$ cat src/rtl/synth_param_loader_pkg.sv
// rtl/synth_param_loader_pkg.sv - shared byte map, FSM encoding, signal-type codes and parameter-set type
package synth_param_loader_pkg;

  localparam logic [3:0] ADDR_FC0   = 4'd0;
  localparam logic [3:0] ADDR_FC1   = 4'd1;
  localparam logic [3:0] ADDR_FC2   = 4'd2;
  localparam logic [3:0] ADDR_FC3   = 4'd3;
  localparam logic [3:0] ADDR_TIMP0 = 4'd4;
  localparam logic [3:0] ADDR_TIMP1 = 4'd5;
  localparam logic [3:0] ADDR_TPER0 = 4'd6;
  localparam logic [3:0] ADDR_TPER1 = 4'd7;
  localparam logic [3:0] ADDR_NUM   = 4'd8;
  localparam logic [3:0] ADDR_DEV0  = 4'd9;
  localparam logic [3:0] ADDR_DEV1  = 4'd10;
  localparam logic [3:0] ADDR_DEV2  = 4'd11;
  localparam logic [3:0] ADDR_TYPE  = 4'd12;

  typedef enum logic [1:0] {
    ST_IDLE  = 2'd0,
    ST_CHECK = 2'd1,
    ST_START = 2'd2,
    ST_RUN   = 2'd3
  } state_e;

  typedef enum logic [1:0] {
    SIG_LFM   = 2'd0,
    SIG_PSK   = 2'd1,
    SIG_NOISE = 2'd2,
    SIG_RSVD  = 2'd3
  } sig_type_e;

  typedef struct packed {
    sig_type_e    sig_type;
    logic [31:0]  f_carrier;
    logic [9:0]   t_impulse;
    logic [12:0]  t_period;
    logic [4:0]   num_of_imp;
    logic [21:0]  deviation;
  } param_set_t;

  function automatic logic params_valid(input param_set_t p);
    return (p.t_impulse != '0) && ({3'b000, p.t_impulse} < p.t_period) &&
           (p.num_of_imp != '0) && (p.sig_type != SIG_RSVD);
  endfunction

endpackage

$ cat src/rtl/synth_param_loader_run_timer.sv
// rtl/synth_param_loader_run_timer.sv - run-length down-counter with load, abort and expiry
module run_timer #(
  parameter int W = 18
) (
  input  logic         clk,
  input  logic         rst,
  input  logic         load,
  input  logic [W-1:0] load_val,
  input  logic         en,
  input  logic         abort,
  output logic         expire
);

  logic [W-1:0] count_q;
  logic [W-1:0] count_d;

  // Abort wins over expiry so a last-cycle abort is still reported as an abort.
  assign expire = en && !abort && (count_q == W'(1));

  always_comb begin
    count_d = count_q;
    if (abort) begin
      count_d = '0;
    end else if (load) begin
      count_d = load_val;
    end else if (en && (count_q != '0)) begin
      count_d = count_q - W'(1);
    end
  end

  always_ff @(posedge clk or posedge rst) begin
    if (rst) begin
      count_q <= '0;
    end else begin
      count_q <= count_d;
    end
  end

endmodule

$ cat src/rtl/synth_param_loader.sv
// rtl/synth_param_loader.sv - shadow parameter registers, validation FSM and start/run sequencing
module synth_param_loader
  import synth_param_loader_pkg::*;
#(
  parameter int RUN_CNT_W = 18
) (
  input  logic        CLK,
  input  logic        RESET,
  input  logic        WR_EN,
  input  logic [3:0]  WR_ADDR,
  input  logic [7:0]  WR_DATA,
  input  logic        CMD_START,
  input  logic        CMD_ABORT,
  output logic        SIGN_START_GEN,
  output logic [1:0]  SIGNAL_TYPE,
  output logic [31:0] F_CARRIER,
  output logic [9:0]  T_IMPULSE,
  output logic [12:0] T_PERIOD,
  output logic [4:0]  NUM_OF_IMP,
  output logic [21:0] DEVIATION,
  output logic        BUSY,
  output logic        DONE,
  output logic        PARAM_ERR
);

  param_set_t shadow_q;
  param_set_t shadow_d;
  param_set_t active_q;
  state_e     state_q;
  logic       busy_q;
  logic       done_q;
  logic       sign_start_gen_q;
  logic       param_err_q;

  logic                 shadow_valid;
  logic [17:0]          run_len;
  logic                 timer_load;
  logic                 timer_en;
  logic                 timer_abort;
  logic                 timer_expire;

  // Shadow bytes are writable in every state; unused upper bits are dropped.
  always_comb begin
    shadow_d = shadow_q;
    if (WR_EN) begin
      case (WR_ADDR)
        ADDR_FC0:   shadow_d.f_carrier[7:0]   = WR_DATA;
        ADDR_FC1:   shadow_d.f_carrier[15:8]  = WR_DATA;
        ADDR_FC2:   shadow_d.f_carrier[23:16] = WR_DATA;
        ADDR_FC3:   shadow_d.f_carrier[31:24] = WR_DATA;
        ADDR_TIMP0: shadow_d.t_impulse[7:0]   = WR_DATA;
        ADDR_TIMP1: shadow_d.t_impulse[9:8]   = WR_DATA[1:0];
        ADDR_TPER0: shadow_d.t_period[7:0]    = WR_DATA;
        ADDR_TPER1: shadow_d.t_period[12:8]   = WR_DATA[4:0];
        ADDR_NUM:   shadow_d.num_of_imp       = WR_DATA[4:0];
        ADDR_DEV0:  shadow_d.deviation[7:0]   = WR_DATA;
        ADDR_DEV1:  shadow_d.deviation[15:8]  = WR_DATA;
        ADDR_DEV2:  shadow_d.deviation[21:16] = WR_DATA[5:0];
        ADDR_TYPE:  shadow_d.sig_type         = sig_type_e'(WR_DATA[1:0]);
        default: ;
      endcase
    end
  end

  always_ff @(posedge CLK or posedge RESET) begin
    if (RESET) begin
      shadow_q <= '0;
    end else begin
      shadow_q <= shadow_d;
    end
  end

  assign shadow_valid = params_valid(shadow_q);
  // 13-bit period times 5-bit count fits exactly in 18 bits.
  assign run_len      = 18'(shadow_q.t_period) * 18'(shadow_q.num_of_imp);
  assign timer_load   = (state_q == ST_CHECK) && shadow_valid;
  assign timer_en     = (state_q == ST_RUN);
  assign timer_abort  = (state_q == ST_RUN) && CMD_ABORT;

  run_timer #(
    .W (RUN_CNT_W)
  ) u_run_timer (
    .clk      (CLK),
    .rst      (RESET),
    .load     (timer_load),
    .load_val (RUN_CNT_W'(run_len)),
    .en       (timer_en),
    .abort    (timer_abort),
    .expire   (timer_expire)
  );

  always_ff @(posedge CLK or posedge RESET) begin
    if (RESET) begin
      state_q          <= ST_IDLE;
      active_q         <= '0;
      busy_q           <= 1'b0;
      done_q           <= 1'b0;
      sign_start_gen_q <= 1'b0;
      param_err_q      <= 1'b0;
    end else begin
      done_q           <= 1'b0;
      sign_start_gen_q <= 1'b0;
      case (state_q)
        ST_IDLE: begin
          if (CMD_START) begin
            state_q <= ST_CHECK;
            busy_q  <= 1'b1;
          end
        end
        ST_CHECK: begin
          if (shadow_valid) begin
            state_q          <= ST_START;
            active_q         <= shadow_q;
            sign_start_gen_q <= 1'b1;
            param_err_q      <= 1'b0;
          end else begin
            state_q     <= ST_IDLE;
            busy_q      <= 1'b0;
            param_err_q <= 1'b1;
          end
        end
        ST_START: begin
          state_q <= ST_RUN;
        end
        ST_RUN: begin
          if (timer_abort || timer_expire) begin
            state_q <= ST_IDLE;
            busy_q  <= 1'b0;
            done_q  <= 1'b1;
          end
        end
        default: state_q <= ST_IDLE;
      endcase
    end
  end

  assign SIGN_START_GEN = sign_start_gen_q;
  assign SIGNAL_TYPE    = active_q.sig_type;
  assign F_CARRIER      = active_q.f_carrier;
  assign T_IMPULSE      = active_q.t_impulse;
  assign T_PERIOD       = active_q.t_period;
  assign NUM_OF_IMP     = active_q.num_of_imp;
  assign DEVIATION      = active_q.deviation;
  assign BUSY           = busy_q;
  assign DONE           = done_q;
  assign PARAM_ERR      = param_err_q;

endmodule

$ cat config.mk
export PLATFORM = sky130hd
export DESIGN_NAME = synth_param_loader
export DESIGN_NICKNAME = d
export VERILOG_FILES = /design/src/rtl/synth_param_loader_pkg.sv /design/src/rtl/synth_param_loader_run_timer.sv /design/src/rtl/synth_param_loader.sv
export SDC_FILE = /design/constraint.sdc
export NUM_CORES = 1
export LEC_CHECK = 0
export ABC_AREA = 1
export CORE_UTILIZATION = 60
export CTS_BUF_LIST = sky130_fd_sc_hd__clkbuf_8
export DETAILED_ROUTE_END_ITERATION = 8
export DONT_BUFFER_PORTS = 1
export PLACE_DENSITY = 0.83
export SLEW_MARGIN = 20
export SYNTH_ARGS = -nofsm -noshare
export SYNTH_HDL_FRONTEND = slang
export SYNTH_SLANG_ARGS = --single-unit
$ cat constraint.sdc
create_clock -name CLK -period 8.45 [get_ports CLK]
set_input_delay 1.69 -clock CLK [delete_from_list [all_inputs] [get_ports CLK]]
set_output_delay 1.69 -clock CLK [all_outputs]
set_load 0.02 [all_outputs]
==> flow_summary.yaml, run 1 <==
critical_path:
  critPathKind: "flip-flop to flip-flop"
  r2r-start: "shadow_q[26]"
  rrSetupSlack_ns: 4.52
  endpoint_kind: "flip-flop"
  reg2reg_depth: 17
  r2r-end: "u_run_timer.count_q[11]"
  start_kind: "flip-flop"
  arrival_ns: 4.31
  crit_fanout: 16
  crit_end: "u_run_timer.count_q[11]"
  cp-startpoint: "shadow_q[26]"
  critPathRequiredTime_ns: 8.83
clocking:
  clkSlewWorstSetupHoldPaths_ns: 0.12
  clock-sinks: 192
  cts_buffer_depth: 2
  clockRootBuffer: "clkbuf_8"
  htree_levels: 4
  cts_resized: 0
  cts_setup_buffers: 0
  cts_tree: "built"
  hold_buffers: 0
  insertion_delay_ns: 0.49
  cts_made_buffers: 17
synthesis:
  synth_compound_area_frac: 0.07668
  avgSynthCellArea_um2: 7.927
  ys_seq_area_frac: 0.4637
  synth_cell_types: 31
  yosys.area_share.xor_xnor: 0.01775
  synth_edf_count: 0
  synthFlopType: "dfrtp_1"
  synth_top_family_by_area: "simple AND/OR/NAND/NOR gates"
  synthSimpleGateAreaFrac: 0.2390
  synth.mux.area_fraction: 0
  syn_nets: 1394
  syn_area_um2: 10360
  ys.warnings.count: 0
  postSynthCellCount: 1307
  synthAdderAreaFrac: 0.1084
  ys_ff_latch: 192
  synth_async_sr_flop_share: 1.000
pwr:
  switchingPower_mw: 1.678
  p_total_mw: 3.553
  power.share.clock: 0.184
  switching_share: 0.4723
  cell_internal_pwr_mw: 1.875
  combPwrFrac: 0.342
  ir_drop_v: 0.0002081
  p_leak_nw: 6.129
  p_per_area_nw_per_um2: 325.7
  seqPwrFrac: 0.474
min_path:
  hold_path.class: "flip-flop to flip-flop"
  hold_path_startpoint: "shadow_q[81]"
floorplanning:
  core-area_um2: 16700
  num_rows: 47
  chipWidth_um: 133.4
  die-area_um2: 17800
  start_util: 0.6204
  pin_count: 105
  fp.dieH_um: 133.4
flow_run:
  max-cap-violations: 0
sta:
  setup_viol: 0
  fin_crit_sh: 0.4656
  final_hold_viol_count: 0
  report.final.slew_viol_count: 0
  max_slew_margin: 0.3911
  fin_ws_ns: 4.516
  setup-tns-final_ns: 0
  max_freq_mhz: 254.2
  skew_ns: 0.01931
  worstMarginPinSlew_ns: 0.9100
  rsz0062_at_grt: "false"
  fin_crit_ns: 3.934
place:
  place_area_um2: 10460
  dp.final_hpwl_mm: 16.17
  place.gp.congestion: 0.8833
  dp_cells: 1489
  pre_cts_ws_ns: 4.541
  io_buffer_count: 0
final_layout:
  drive_gt1_frac: 0.04151
  final_area_um2: 10910
  final_common_cell: "nand2_1"
  final_cells: 1521
  layout_common_cells: "nand2_1, inv_1, dfrtp_1"
  finalNetCount: 1375
  n_antenna_cell: 0
  area_growth_pct: 5.289
route:
  totalWireLength_mm: 23.10
  route.detailed.drc: 0
  via_per_inst: 5.368
  num_vias: 8164
  dr.pass1.iters: 5
  antenna_left: 0
  post_drt_wl_per_cell_um: 15.19
  drt_iter0_drc: 520
status:
  status: "complete, no violations"
grt:
  grt_pass1_wl_mm: 39.16
  grt-ovfl-total: 0
  grt_pass1_vias: 8034
  antenna_found_initial: 0
  grt_use_total: 0.2809
  grt_start_max_net_pins: 127
-- critical path, stage by stage (launching register included) --
cell and delay, ns:
dfrtp_1 0.73, nand2_1 0.16, fa_1 0.53, fa_1 0.52, fa_1 0.54, inv_1 0.04, ha_1 0.33, or2_2 0.31
nand3b_1 0.09, nand2_1 0.11, nand3_1 0.12, nand2_1 0.06, nand2_1 0.05, nand2_1 0.04, nand2_1 0.05, nand2_1 0.05
nand2_1 0.05, nand2_1 0.05
-- stage by stage --
| stage | utilization | hold WS [ns] |
|---|---|---|
| final | 0.6532 | 0.4915 |
| after global routing | 0.6532 | 0.4917 |
| after CTS | 0.6532 | 0.4872 |
| after detailed placement | 0.6264 | 0.4535 |
| after global placement | 0.6264 | 0.4499 |
| after floorplan | - | 0.4422 |
-- flip-flops by register name (all words and copies together), names as in the netlist, 2 cells and up, named ones only --
| register | count |
|---|---|
| F_CARRIER | 32 |
| shadow_q | 84 |
| T_PERIOD | 13 |
| NUM_OF_IMP | 5 |
| SIGNAL_TYPE | 2 |
| u_run_timer.count_q | 18 |
| T_IMPULSE | 10 |
| DEVIATION | 22 |
-- synth_stat cells, types with 2 or more instances --
master	n	area share
and3_1	2	0.0012
fa_1	33	0.064
dfrtp_1	192	0.46
a21oi_1	12	0.0058
nand3b_1	4	0.0029
inv_1	198	0.072
nand2_1	512	0.19
nor3_2	2	0.0019
nand3_1	26	0.013
nor2_1	51	0.018
nand2_4	2	0.0022
inv_2	8	0.0029
clkbuf_1	19	0.0069
o21ai_0	106	0.051
buf_2	14	0.0068
buf_4	7	0.0051
nand4_1	13	0.0078
xnor2_1	6	0.0051
xor2_1	15	0.013
nor3_1	3	0.0014
o21ai_1	36	0.017
ha_1	37	0.045
-- per-layer routing --
layer	part of all wire	wire length [um]	up-vias	GRT usage
met5	0	0	-	0
met3	0.085	1953	48	0.06925
met4	0.025	572	0	0.1054
met1	0.42	9660	3864	0.3666
met2	0.47	10910	309	0.4563
li1	-	-	3943	-
-- cell families (layout without fill, tap and decap cells) --
family,after synthesis,in the layout
AOI/OAI and AO/OA,156,156
xor gates and xnor gates,21,21
adders and majority gates,70,70
buffers and inverters,247,241
DFF,192,192
and+or+nand+nor,621,621
-- power groups by stage --
stage	Combinational, mW	Sequential, mW	Clock, mW
2_1_floorplan	1.02	1.60	0
3_3_place_gp	1.15	1.69	0
3_5_place_dp	1.20	1.69	0
4_1_cts	1.22	1.68	0.659
5_1_grt	1.41	1.72	0.696
6_report	1.22	1.68	0.653
-- how the worst min path moves through the flow --
stage / endpoint / depth (start not counted)
floorplan: F_CARRIER[0] / 2
global placement: F_CARRIER[31] / 2
detailed placement: F_CARRIER[10] / 2
CTS: F_CARRIER[31] / 2
global route: F_CARRIER[31] / 2
finish: F_CARRIER[31] / 2
-- layout make-up --
cell class | count | area [um^2]
fill | 1358 | 5792
clock inverter | 15 | 214.0
inverter | 206 | 780.7
sequential | 192 | 4805
multi-input combinational | 868 | 4578
clock buffer | 17 | 234.0
tap | 220 | 275.3
timing repair buffer | 3 | 22.52
Power figures use the tool's default switching activity.
==> inputs of run 2 (changes only) <==
==> constraint.sdc (replaced) <==
create_clock -name CLK -period 3.9 [get_ports CLK]
set_input_delay 0.78 -clock CLK [delete_from_list [all_inputs] [get_ports CLK]]
set_output_delay 0.78 -clock CLK [all_outputs]
set_load 0.02 [all_outputs]
==> run 2 against run 1 <==
Effect of this change: via count about the same; global-route usage about the same; non-clock buffer count up 20; sequential power up 120%; worst hold slack worse by 0.22 ns; flip-flop and latch count unchanged; power up 120%; critical path depth up 4; die area unchanged; clock power up 110%; critical path type unchanged; largest cell class unchanged; combinational power up 130%; largest power group unchanged; clock-buffer cell count up 1; critical endpoint is now u_run_timer.count_q[12].
==> flow_summary.yaml, run 2 (same netlist as run 1, synthesis figures left out) <==
floorplanning:
  fp.dieH_um: 133.4
  pin_count: 105
  start_util: 0.6204
  chipWidth_um: 133.4
  core-area_um2: 16700
  num_rows: 47
  die-area_um2: 17800
critical_path:
  arrival_ns: 4.11
  endpoint_kind: "flip-flop"
  critPathKind: "flip-flop to flip-flop"
  start_kind: "flip-flop"
  crit_fanout: 7
  critPathRequiredTime_ns: 4.28
clocking:
  cts_buffer_depth: 2
  clock-sinks: 192
  clockRootBuffer: "clkbuf_8"
  cts_made_buffers: 17
  hold_buffers: 0
  cts_tree: "built"
  insertion_delay_ns: 0.49
  htree_levels: 4
  clkSlewWorstSetupHoldPaths_ns: 0.11
sta:
  fin_ws_ns: 0.1727
  worstMarginPinSlew_ns: 0.9023
  skew_ns: 0.01897
  max_freq_mhz: 268.3
  fin_crit_ns: 3.727
  report.final.slew_viol_count: 0
  setup_viol: 0
  setup-tns-final_ns: 0
  final_hold_viol_count: 0
  max_slew_margin: 0.3962
  fin_crit_sh: 0.9557
  rsz0062_at_grt: "true"
place:
  dp.final_hpwl_mm: 17.01
  io_buffer_count: 0
  place.gp.congestion: 0.9233
  pre_cts_ws_ns: 0.03248
  place_area_um2: 10570
status:
  status: "complete, no violations"
final_layout:
  final_common_cell: "nand2_1"
  regMostFlops: "shadow_q"
  finalNetCount: 1395
  largest_register_ffs: 84
  layout_common_cells: "nand2_1, inv_1, dfrtp_1"
  n_antenna_cell: 0
  multi_input_area_um2: 4656
  drive_gt1_frac: 0.06662
  nFillCells: 1318
  area_growth_pct: 7.656
  seq_area_um2: 4812
  final_area_um2: 11150
route:
  antenna_left: 0
  num_vias: 8171
  post_drt_wl_per_cell_um: 15.64
  route.detailed.drc: 0
  via_per_inst: 5.302
  drt_iter0_drc: 499
  totalWireLength_mm: 24.11
  dr.pass1.iters: 5
pwr:
  p_leak_nw: 6.222
  p_total_mw: 7.838
  p_per_area_nw_per_um2: 702.7
  ir_drop_v: 0.0004717
grt:
  grt_start_max_net_pins: 77
  grt-ovfl-total: 0
  grt_pass1_vias: 8097
  antenna_found_initial: 0
  grt_pass1_wl_mm: 38.92
  grt_use_total: 0.2808
min_path:
  hold_path.class: "primary input to asynchronous set/reset pin"
flow_run:
  max-cap-violations: 0
==> run 2: repair_timing <==
item                                    4_1_cts  5_1_grt
endpoints found under the setup margin        0       12
buffers inserted                              0       10
resized for setup                             0       20
==> run 2: critical path, cell delays in order, from the launching register on <==
cell and delay [ns]:
dfrtp_2 0.47, buf_4 0.19, nand2_1 0.08, inv_1 0.06, fa_1 0.48, fa_1 0.54
inv_1 0.05, fa_1 0.53, inv_1 0.06, ha_4 0.25, nand2_1 0.08, inv_1 0.05
a21oi_1 0.15, nand2_1 0.12, nand3_1 0.11, nand2_1 0.06, nand2_1 0.05, nand2_1 0.05
nand2_1 0.07, nand2_1 0.05, nand2_1 0.05, nand2_1 0.04
==> run 2: per-layer routing <==
| metal | global-route usage | vias up | share of wire | wire (um) |
|---|---|---|---|---|
| li1 | - | 3975 | - | - |
| met1 | 0.3378 | 3850 | 0.40 | 9686 |
| met2 | 0.4673 | 268 | 0.49 | 11760 |
| met3 | 0.07877 | 78 | 0.071 | 1714 |
| met4 | 0.1345 | 0 | 0.039 | 943 |
| met5 | 0 | - | 0 | 0 |
==> run 2: area by class of cell <==
cell class | count | share of cell area
clock buffer | 18 | 0.02221
tap | 220 | 0.02468
inverter | 206 | 0.06966
multi-input combinational | 868 | 0.4174
timing repair buffer | 23 | 0.01997
sequential | 192 | 0.4314
clock inverter | 14 | 0.01469
==> run 2: path summary, 6_finish.rpt <==
| path | from | endpoint | slack, ns | cells after the start |
|---|---|---|---|---|
| max in group asynchronous | RESET | T_PERIOD[7] | 2.75 | 2 |
| min reg2reg | shadow_q[57] | F_CARRIER[7] | 0.48 | 2 |
| max | shadow_q[25] | u_run_timer.count_q[12] | 0.17 | 21 |
| max reg2reg | shadow_q[25] | u_run_timer.count_q[12] | 0.17 | 21 |
| min in group CLK | WR_DATA[3] | shadow_q[11] | 0.40 | 2 |
| min | RESET | NUM_OF_IMP[2] | 0.28 | 1 |
==> run 2: where the power goes <==
group | switching (mW) | total [mW] | internal, mW
clock | 0.807 | 1.37 | 0.561
sequential | 0.989 | 3.62 | 2.63
combinational | 1.82 | 2.85 | 1.04
total | 3.61 | 7.84 | 4.22
==> run 2: metrics by stage <==
step,util,hold WS (ns),cells
finish,0.6679,0.2753,1541
global route,0.6679,0.3157,1541
CTS,0.6576,0.2750,1531
detailed placement,0.6329,0.4539,1499
global placement,0.6329,0.4563,1499
floorplan,-,0.4422,1307
==> inputs of run 3 (changes only) <==
--- a/config.mk
+++ b/config.mk
@@ -11,6 +11,7 @@
 export DETAILED_ROUTE_END_ITERATION = 8
 export DONT_BUFFER_PORTS = 1
 export PLACE_DENSITY = 0.83
+export RECOVER_POWER = 100
 export SLEW_MARGIN = 20
 export SYNTH_ARGS = -nofsm -noshare
 export SYNTH_HDL_FRONTEND = slang
==> run 3 against run 2 <==
Effect of this change: the run now ends with capacitance limit, slew limit left; flip-flop and latch count is the same; largest power group unchanged; sequential power about the same; critical path depth unchanged; highest routed layer unchanged; critical endpoint unchanged; wire length is 0.26% higher; cell area down 0.37%.
==> flow_summary.yaml, run 3 (same netlist as run 1, synthesis figures left out) <==
status:
  status: "finished with violations"
  violations: "capacitance limit, slew limit"
final_layout:
  regMostFlops: "shadow_q"
  final_util: 0.6654
  seq_area_um2: 4812
  largest_register_ffs: 84
  multi_input_area_um2: 4651
  drive_gt1_frac: 0.06510
  final_common_cell: "nand2_1"
  layout_common_cells: "nand2_1, inv_1, dfrtp_1"
  finalNetCount: 1395
  n_antenna_cell: 0
  nFillCells: 1323
  area_growth_pct: 7.258
sta:
  final_hold_viol_count: 0
  fin_crit_sh: 0.9603
  setup_viol: 0
  max_freq_mhz: 267.0
  worstMarginPinSlew_ns: 1.669
  skew_ns: 0.01911
  rsz0062_at_grt: "true"
  max_slew_margin: -0.1127
  setup-tns-final_ns: 0
  fin_crit_ns: 3.745
  report.final.slew_viol_count: 106
route:
  totalWireLength_mm: 24.17
  met3_length_mm: 1.784
  num_vias: 8186
  dr.pass1.iters: 7
  antenna_left: 0
  route.detailed.drc: 0
  drt_iter0_drc: 479
  via_per_inst: 5.312
  wl_met2_mm: 11.83
  top_layer_used: "met4"
  wl_met1_mm: 9.693
  post_drt_wl_per_cell_um: 15.68
place:
  io_buffer_count: 0
  dp.final_hpwl_mm: 17.01
  place.gp.congestion: 0.9233
floorplanning:
  pin_count: 105
  start_util: 0.6204
  num_rows: 47
  die-area_um2: 17800
  chipWidth_um: 133.4
  core-area_um2: 16700
  fp.dieH_um: 133.4
grt:
  grt_pass1_vias: 8097
  grt_use_total: 0.2808
  grt-ovfl-total: 0
  antenna_found_initial: 0
  grt_pass1_wl_mm: 38.92
  grt_start_max_net_pins: 77
critical_path:
  endpoint_kind: "flip-flop"
  critPathRequiredTime_ns: 4.28
  crit_fanout: 7
  critPathKind: "flip-flop to flip-flop"
  start_kind: "flip-flop"
  arrival_ns: 4.12
clocking:
  hold_buffers: 0
  insertion_delay_ns: 0.49
  clockRootBuffer: "clkbuf_8"
  clock-sinks: 192
  htree_levels: 4
  clkSlewWorstSetupHoldPaths_ns: 0.11
  cts_tree: "built"
  cts_made_buffers: 17
  cts_buffer_depth: 2
pwr:
  p_per_area_nw_per_um2: 705.2
  ir_drop_v: 0.0004724
  p_leak_nw: 6.207
min_path:
  hold_path.class: "primary input to flip-flop"
flow_run:
  max-cap-violations: 2
-- run 3: worst paths after layout --
check | startpoint | endpoint | slack [ns] | cells after the start
worst max-delay path | shadow_q[25] | u_run_timer.count_q[12] | 0.15 | 21
worst min-delay path | WR_DATA[3] | shadow_q[11] | 0.41 | 2
worst max register to register | shadow_q[25] | u_run_timer.count_q[12] | 0.15 | 21
worst min register to register | shadow_q[57] | F_CARRIER[7] | 0.48 | 2
max in group asynchronous | RESET | F_CARRIER[17] | 1.21 | 2
min in group asynchronous | RESET | NUM_OF_IMP[2] | 0.48 | 1
-- run 3: repair_timing --
action	in CTS	in global routing
setup buffers	0	10
endpoints found under the setup margin	0	12
gates resized for setup	0	20
-- run 3: layout make-up --
class / instances / share of cell area
Sequential cell: 192 / 0.4330
Clock inverter: 14 / 0.01475
Inverter: 206 / 0.06969
Tap cell: 220 / 0.02477
Timing Repair Buffer: 23 / 0.01700
Clock buffer: 18 / 0.02229
Multi-Input combinational cell: 868 / 0.4185
-- run 3: stage by stage --
stage          power, mW  cells  hold slack (ns)  setup WS, ns  instance area [um^2]
2_1_floorplan      5.657   1307           0.4422        0.1010                 10360
3_3_place_gp       6.210   1499           0.4563        0.1625                 10570
3_5_place_dp       6.357   1499           0.4539       0.03248                 10570
4_1_cts            7.730   1531           0.2750       0.01077                 10980
5_1_grt            8.388   1541           0.3968      -0.04054                 11110
6_report           7.837   1541           0.4072        0.1549                 11110
-- run 3: report_power, final --
part | internal [mW] | switching [mW] | total [mW] | leakage [nW]
logic | 1.03 | 1.82 | 2.85 | 3.57
registers | 2.63 | 0.990 | 3.62 | 2.43
clock network | 0.561 | 0.808 | 1.37 | 0.214
-- run 3: per-layer routing --
metal / up-vias / global-route usage
li1: 3976 / -
met1: 3855 / 0.3378
met2: 282 / 0.4673
met3: 73 / 0.07877
met4: 0 / 0.1345
met5: - / 0
-- run 3: critical path, cell delays in order, from the launching register on --
cell,delay [ns]
dfrtp_2,0.47
buf_4,0.19
nand2_1,0.08
inv_1,0.07
fa_1,0.48
fa_1,0.54
inv_1,0.05
fa_1,0.53
inv_1,0.06
ha_4,0.25
nand2_1,0.08
inv_1,0.05
a21oi_1,0.16
nand2_1,0.13
nand3_1,0.12
nand2_1,0.06
nand2_1,0.05
nand2_1,0.05
nand2_1,0.06
nand2_1,0.05
nand2_1,0.05
nand2_1,0.04
